**src/rtl/buart_tx_fifo.sv**
```systemverilog
// Buffered 8N1 UART transmitter: 8-entry byte FIFO feeding a shifter, idle-high warm-up after reset.
// Write-to-start-bit latency 2 cycles from an idle line; writes are dropped while busy (FIFO full).
module buart_tx_fifo #(
  parameter int CFG_DIVIDER = 104,
  parameter int WARMUP_BITS = 15
) (
  input  logic       clk,
  input  logic       reset,
  input  logic       wr,
  input  logic [7:0] tx_data,
  output logic       tx,
  output logic       busy,
  output logic       idle,
  output logic [3:0] level
);
  localparam int CW = $clog2(CFG_DIVIDER);
  localparam int WW = (WARMUP_BITS > 1) ? $clog2(WARMUP_BITS) : 1;
  localparam logic [CW-1:0] CNT_MAX  = CW'(CFG_DIVIDER - 1);
  localparam logic [WW-1:0] WARM_MAX = WW'(WARMUP_BITS - 1);

  typedef enum logic [2:0] {WARMUP, IDLE, START, DATA, STOP} state_t;

  state_t          state;
  logic [7:0]      mem [8];
  logic [2:0]      wptr;
  logic [2:0]      rptr;
  logic [CW-1:0]   cnt;
  logic [WW-1:0]   warm_cnt;
  logic [2:0]      bit_idx;
  logic [7:0]      shift;
  logic            bit_end;
  logic            push;
  logic            pop;

  assign bit_end = (cnt == CNT_MAX);
  assign push    = wr && (level != 4'd8);
  // The shifter pulls from the FIFO either straight from IDLE or on the final stop cycle.
  assign pop     = (level != 4'd0) &&
                   ((state == IDLE) || ((state == STOP) && bit_end));

  assign busy = (level == 4'd8);
  assign idle = (state == IDLE) && (level == 4'd0);

  always_ff @(posedge clk) begin
    if (push) begin
      mem[wptr] <= tx_data;
    end
  end

  always_ff @(posedge clk) begin
    if (reset) begin
      wptr  <= 3'd0;
      rptr  <= 3'd0;
      level <= 4'd0;
    end else begin
      if (push) wptr <= wptr + 3'd1;
      if (pop)  rptr <= rptr + 3'd1;
      case ({push, pop})
        2'b10:   level <= level + 4'd1;
        2'b01:   level <= level - 4'd1;
        default: level <= level;
      endcase
    end
  end

  // tx follows the state one cycle late, so a pop at edge N+1 shows a start bit from N+2.
  always_ff @(posedge clk) begin
    if (reset) begin
      state    <= WARMUP;
      cnt      <= '0;
      warm_cnt <= '0;
      bit_idx  <= 3'd0;
      shift    <= 8'hFF;
      tx       <= 1'b1;
    end else begin
      case (state)
        START:   tx <= 1'b0;
        DATA:    tx <= shift[0];
        default: tx <= 1'b1;
      endcase

      cnt <= bit_end ? '0 : cnt + CW'(1);

      case (state)
        WARMUP: begin
          if (bit_end) begin
            if (warm_cnt == WARM_MAX) state <= IDLE;
            else                      warm_cnt <= warm_cnt + WW'(1);
          end
        end
        IDLE: begin
          cnt <= '0;
          if (pop) begin
            shift <= mem[rptr];
            state <= START;
          end
        end
        START: begin
          if (bit_end) begin
            bit_idx <= 3'd0;
            state   <= DATA;
          end
        end
        DATA: begin
          if (bit_end) begin
            shift   <= {1'b1, shift[7:1]};
            bit_idx <= bit_idx + 3'd1;
            if (bit_idx == 3'd7) state <= STOP;
          end
        end
        STOP: begin
          if (bit_end) begin
            if (pop) begin
              shift <= mem[rptr];
              state <= START;
            end else begin
              state <= IDLE;
            end
          end
        end
        default: state <= WARMUP;
      endcase
    end
  end
endmodule

```
**config.mk**
```make
export PLATFORM = sky130hd
export DESIGN_NAME = buart_tx_fifo
export DESIGN_NICKNAME = d
export VERILOG_FILES = /design/src/rtl/buart_tx_fifo.sv
export SDC_FILE = /design/constraint.sdc
export NUM_CORES = 1
export LEC_CHECK = 0
export BUFFER_PORTS_ARGS = -buffer_cell sky130_fd_sc_hd__buf_2
export CAP_MARGIN = 30
export CORE_UTILIZATION = 60
export CTS_CLUSTER_DIAMETER = 60
export DETAILED_ROUTE_END_ITERATION = 12
export PLACE_DENSITY = 0.77
export SETUP_SLACK_MARGIN = 0.3
export SYNTH_ARGS = -nofsm -noshare
export SYNTH_HDL_FRONTEND = slang
export SYNTH_SLANG_ARGS = --single-unit
```
**constraint.sdc**
```tcl
create_clock -name clk -period 5.5 [get_ports clk]
set_input_delay 0.55 -clock clk [delete_from_list [all_inputs] [get_ports clk]]
set_output_delay 0.55 -clock clk [all_outputs]
set_load 0.02 [all_outputs]
```
==> results.sh <==
export IMPL_grt_overflow_total=0
export IMPL_cts_tree="built"
export IMPL_synth_seq_cells=103
export IMPL_max_slew_worst_pin_slew_ps=912
export IMPL_clk_latency_ps=370
export IMPL_antenna_violating_nets_post_route=0
export IMPL_core_area_um2=6910
export IMPL_synth_flop_cell="edfxtp_1"
export IMPL_synthesis_area_per_instance_um2=13.8
export IMPL_max_stage_delay_ps=540
export IMPL_chipHeight_um=87.2
export IMPL_power_frac_comb_pct=4.8
export IMPL_worstRegToRegCells=10
export IMPL_cts_repair_resize_count=0
export IMPL_final_seq_area_um2=2700
export IMPL_finalCoreUtilization_pct=68.7
export IMPL_post_route_cells_drive_above_1_share_pct=20.0
export IMPL_ff2ff_setup_slack_ps=2650
export IMPL_post_place_ws_ps=2650
export IMPL_drv_slew=0
export IMPL_asyncSetResetFlopFracSynth_pct=0
export IMPL_first_global_vias=2382
export IMPL_critPathRequiredTime_ps=5800
export IMPL_seq_power_share_pct=59.8
export IMPL_synth_cell_type_count=52
export IMPL_post_dp_cell_area_um2=4520
export IMPL_area_growth_syn_to_layout_pct=9.12
export IMPL_power_leakage_nw=1.63
export IMPL_finalHoldViolCount=0
export IMPL_clock_power_share_pct=35.4
export IMPL_num_io_pins=18
export IMPL_grt_start_max_net_pins=32
export IMPL_hold_path_startpoint="tx_data[2]"
export IMPL_port_buffers=17
export IMPL_timing_final_setup_violations=0
export IMPL_detail_route_drc_violations=0
export IMPL_period_needed_ps=2850
export IMPL_fin_clk_skew_ps=13.1
export IMPL_synthesis_yosys_warnings=0
export IMPL_switching_portion_of_total_power_pct=23.2
export IMPL_synth_fp_nets=336
export IMPL_cellPowerDensity_nw_per_um2=299
export IMPL_grt_first_pass_wirelength_mm=11.8
export IMPL_worstHoldPathType="input pin to register"
export IMPL_result_of_the_run="finished, final reports clean"
export IMPL_internal_power_w=0.00109
export IMPL_num_rows=30
export IMPL_arrival_ps=3150
export IMPL_detailed_placement_hpwl_mm=4.76
export IMPL_drt_pass1_iter_count=5
export IMPL_synth_seq_area_share_pct=62.1
export IMPL_rr_startpoint="level[1]"
export IMPL_timing_critical_path_cells="nor3_1 > a21boi_0 > inv_1 > ha_1 > xor2_1 > ha_1 > a21oi_1 > xor2_1 > or3_1 > a21oi_1"
export IMPL_finalWirelength_mm=7.40
export IMPL_initial_utilization_pct=63.0
export IMPL_clk_root_buffer_cell="clkbuf_8"
export IMPL_vdd_ir_drop_max_uv=228
export IMPL_period_share_pct=51.8
export IMPL_worstSetupEndpoint="level[2]"
export IMPL_final_fill_count=523
export IMPL_clkSinkCount=103
export IMPL_postCtsSetupRepairBufs=0
export IMPL_worst_setup_path_type="register to register"
export IMPL_grt_use_total_pct=21.7
export IMPL_die_area_um2=7600
export IMPL_area_of_the_mapped_netlist_um2=4350
export IMPL_clkSlewWorstSetupHoldPaths_ps=110
export IMPL_endpoint_kind="register"
export IMPL_synth_edf_count=64
export IMPL_post_synth_inst_count=315
export IMPL_worst_setup_path_start_kind="register"
export IMPL_capturing_point_of_the_worst_reg2reg_path="level[2]"
export IMPL_max_freq_ghz=0.351
export IMPL_hold_buffers=0
export IMPL_maxCapViolations=0
export IMPL_critPathLaunch="level[1]"
export IMPL_avgViaCountPerCell=5.64
export IMPL_initial_antenna_violation_count=0
export IMPL_die_x_um=87.2
export IMPL_nets=356
export IMPL_holdWs_ps=435
export IMPL_p_sw_w=0.000329
export IMPL_setup_repair_after_global_routing_missed_its_margin="no"
export IMPL_drt_iter0_markers=89
export IMPL_crit_fanout=9
export IMPL_cts_max_level=3
export IMPL_setup_total_negative_slack_ps=0
export IMPL_cts_buffers=9
export IMPL_routability_congestion=0.804
export IMPL_avgRoutedWirePerCell_um=17.0
export IMPL_num_antenna_cells=0
export IMPL_slew_limit_headroom_pct=39.0
export IMPL_cts_max_path_buffers=2
export IMPL_multiInputGateArea_um2=1530
export IMPL_critical_path_slowest_cell="a21boi_0"
export IMPL_stdcell_area_um2=4750
export IMPL_finalWorstSetupSlack_ps=2650
export IMPL_via_count=2458
==> layer usage <==
layer | part of all wire (%) | track usage [%] | wire [um]
met2 | 51 | 37.5 | 3810
met4 | 1.3 | 5.81 | 97
met1 | 44 | 26.5 | 3270
met5 | 0 | 0 | 0
met3 | 3.0 | 6.64 | 222
==> layout make-up <==
| class | instances | share of cell area [%] |
|---|---|---|
| clock buffers | 9 | 2.61 |
| clock inverters | 7 | 2.00 |
| inverters | 4 | 0.316 |
| repair buffers | 24 | 3.32 |
| flip-flops and latches | 103 | 56.9 |
| well taps | 96 | 2.53 |
| multi-input cells | 193 | 32.3 |
==> worst min-delay path by stage <==
stage                 to  slack (ps)  cells after the start
2_1_floorplan     cnt[0]         420                      1
3_3_place_gp      cnt[0]         430                      1
3_5_place_dp      cnt[0]         440                      1
4_1_cts        mem[2][2]         420                      1
5_1_grt        mem[7][2]         420                      1
6_report       mem[2][2]         430                      1
==> cells in the final DEF, fill, tap and decap left out, types with 4 or more instances in the layout <==
| cell | synthesis | routed |
|---|---|---|
| nand3_1 | 8 | 8 |
| edfxtp_1 | 64 | 64 |
| mux4_2 | 16 | 16 |
| ha_1 | 10 | 10 |
| buf_4 | 3 | 6 |
| o21ai_1 | 5 | 5 |
| nand2_1 | 23 | 23 |
| xnor2_1 | 6 | 6 |
| nor2_1 | 30 | 30 |
| clkbuf_8 | 2 | 9 |
| nand2b_1 | 4 | 4 |
| inv_1 | 4 | 4 |
| buf_2 | 4 | 17 |
| nor3_1 | 7 | 7 |
| mux2i_1 | 11 | 11 |
| a21oi_1 | 17 | 17 |
| dfxtp_1 | 39 | 39 |
| o21ai_0 | 11 | 11 |
| xor2_1 | 9 | 9 |
==> flip-flops by register name, indices dropped and copies added (netlist names), named ones only <==
register,count
bit_idx,3
warm_cnt,4
cnt,7
shift,8
wptr,3
rptr,3
level,4
mem,64
tx,1
state,3
==> logic make-up after synthesis <==
family / Yosys count / share of synthesized area (%)
compound gates: 49 / 7.77
fa+ha+maj: 10 / 2.88
flops: 103 / 62.1
simple gates: 91 / 10.5
buf+inv: 19 / 2.65
mux: 28 / 11.1
xor+xnor: 15 / 3.02
==> per-stage QoR <==
step           std cells  power [W]
4_1_cts              435    0.00143
3_5_place_dp         419   0.000932
2_1_floorplan        315   0.000908
6_report             436    0.00142
5_1_grt              436    0.00147
3_3_place_gp         418   0.000929
==> cells in the mapped netlist (all sizes together) (8+ instances only) <==
library cell | count | share of area (%)
nand3 | 8 | 0.92
xor2 | 9 | 1.8
ha | 10 | 2.9
nand2 | 23 | 2.0
nor3 | 8 | 1.2
mux4 | 16 | 8.3
dfxtp | 39 | 18
edfxtp | 64 | 44
a21oi | 17 | 2.0
buf | 9 | 1.3
mux2i | 11 | 2.5
o21ai | 16 | 1.8
nor2 | 30 | 2.6
==> worst max-delay path: cells and delay by family, from the launching register on <==
kind	cells	cell delay, ps
fa+ha+maj	2	530
compound gates	3	810
flops	1	510
xor+xnor	2	250
buf+inv	1	270
simple gates	2	400
==> power by group through the flow <==
stage	logic (W)	clock network [W]	registers [W]
5_1_grt	0.0000754	0.000544	0.000850
4_1_cts	0.0000678	0.000513	0.000848
3_5_place_dp	0.0000669	0	0.000865
2_1_floorplan	0.0000436	0	0.000864
3_3_place_gp	0.0000653	0	0.000864
6_report	0.0000674	0.000502	0.000848
Note: power is estimated with default switching activity, not from simulation.
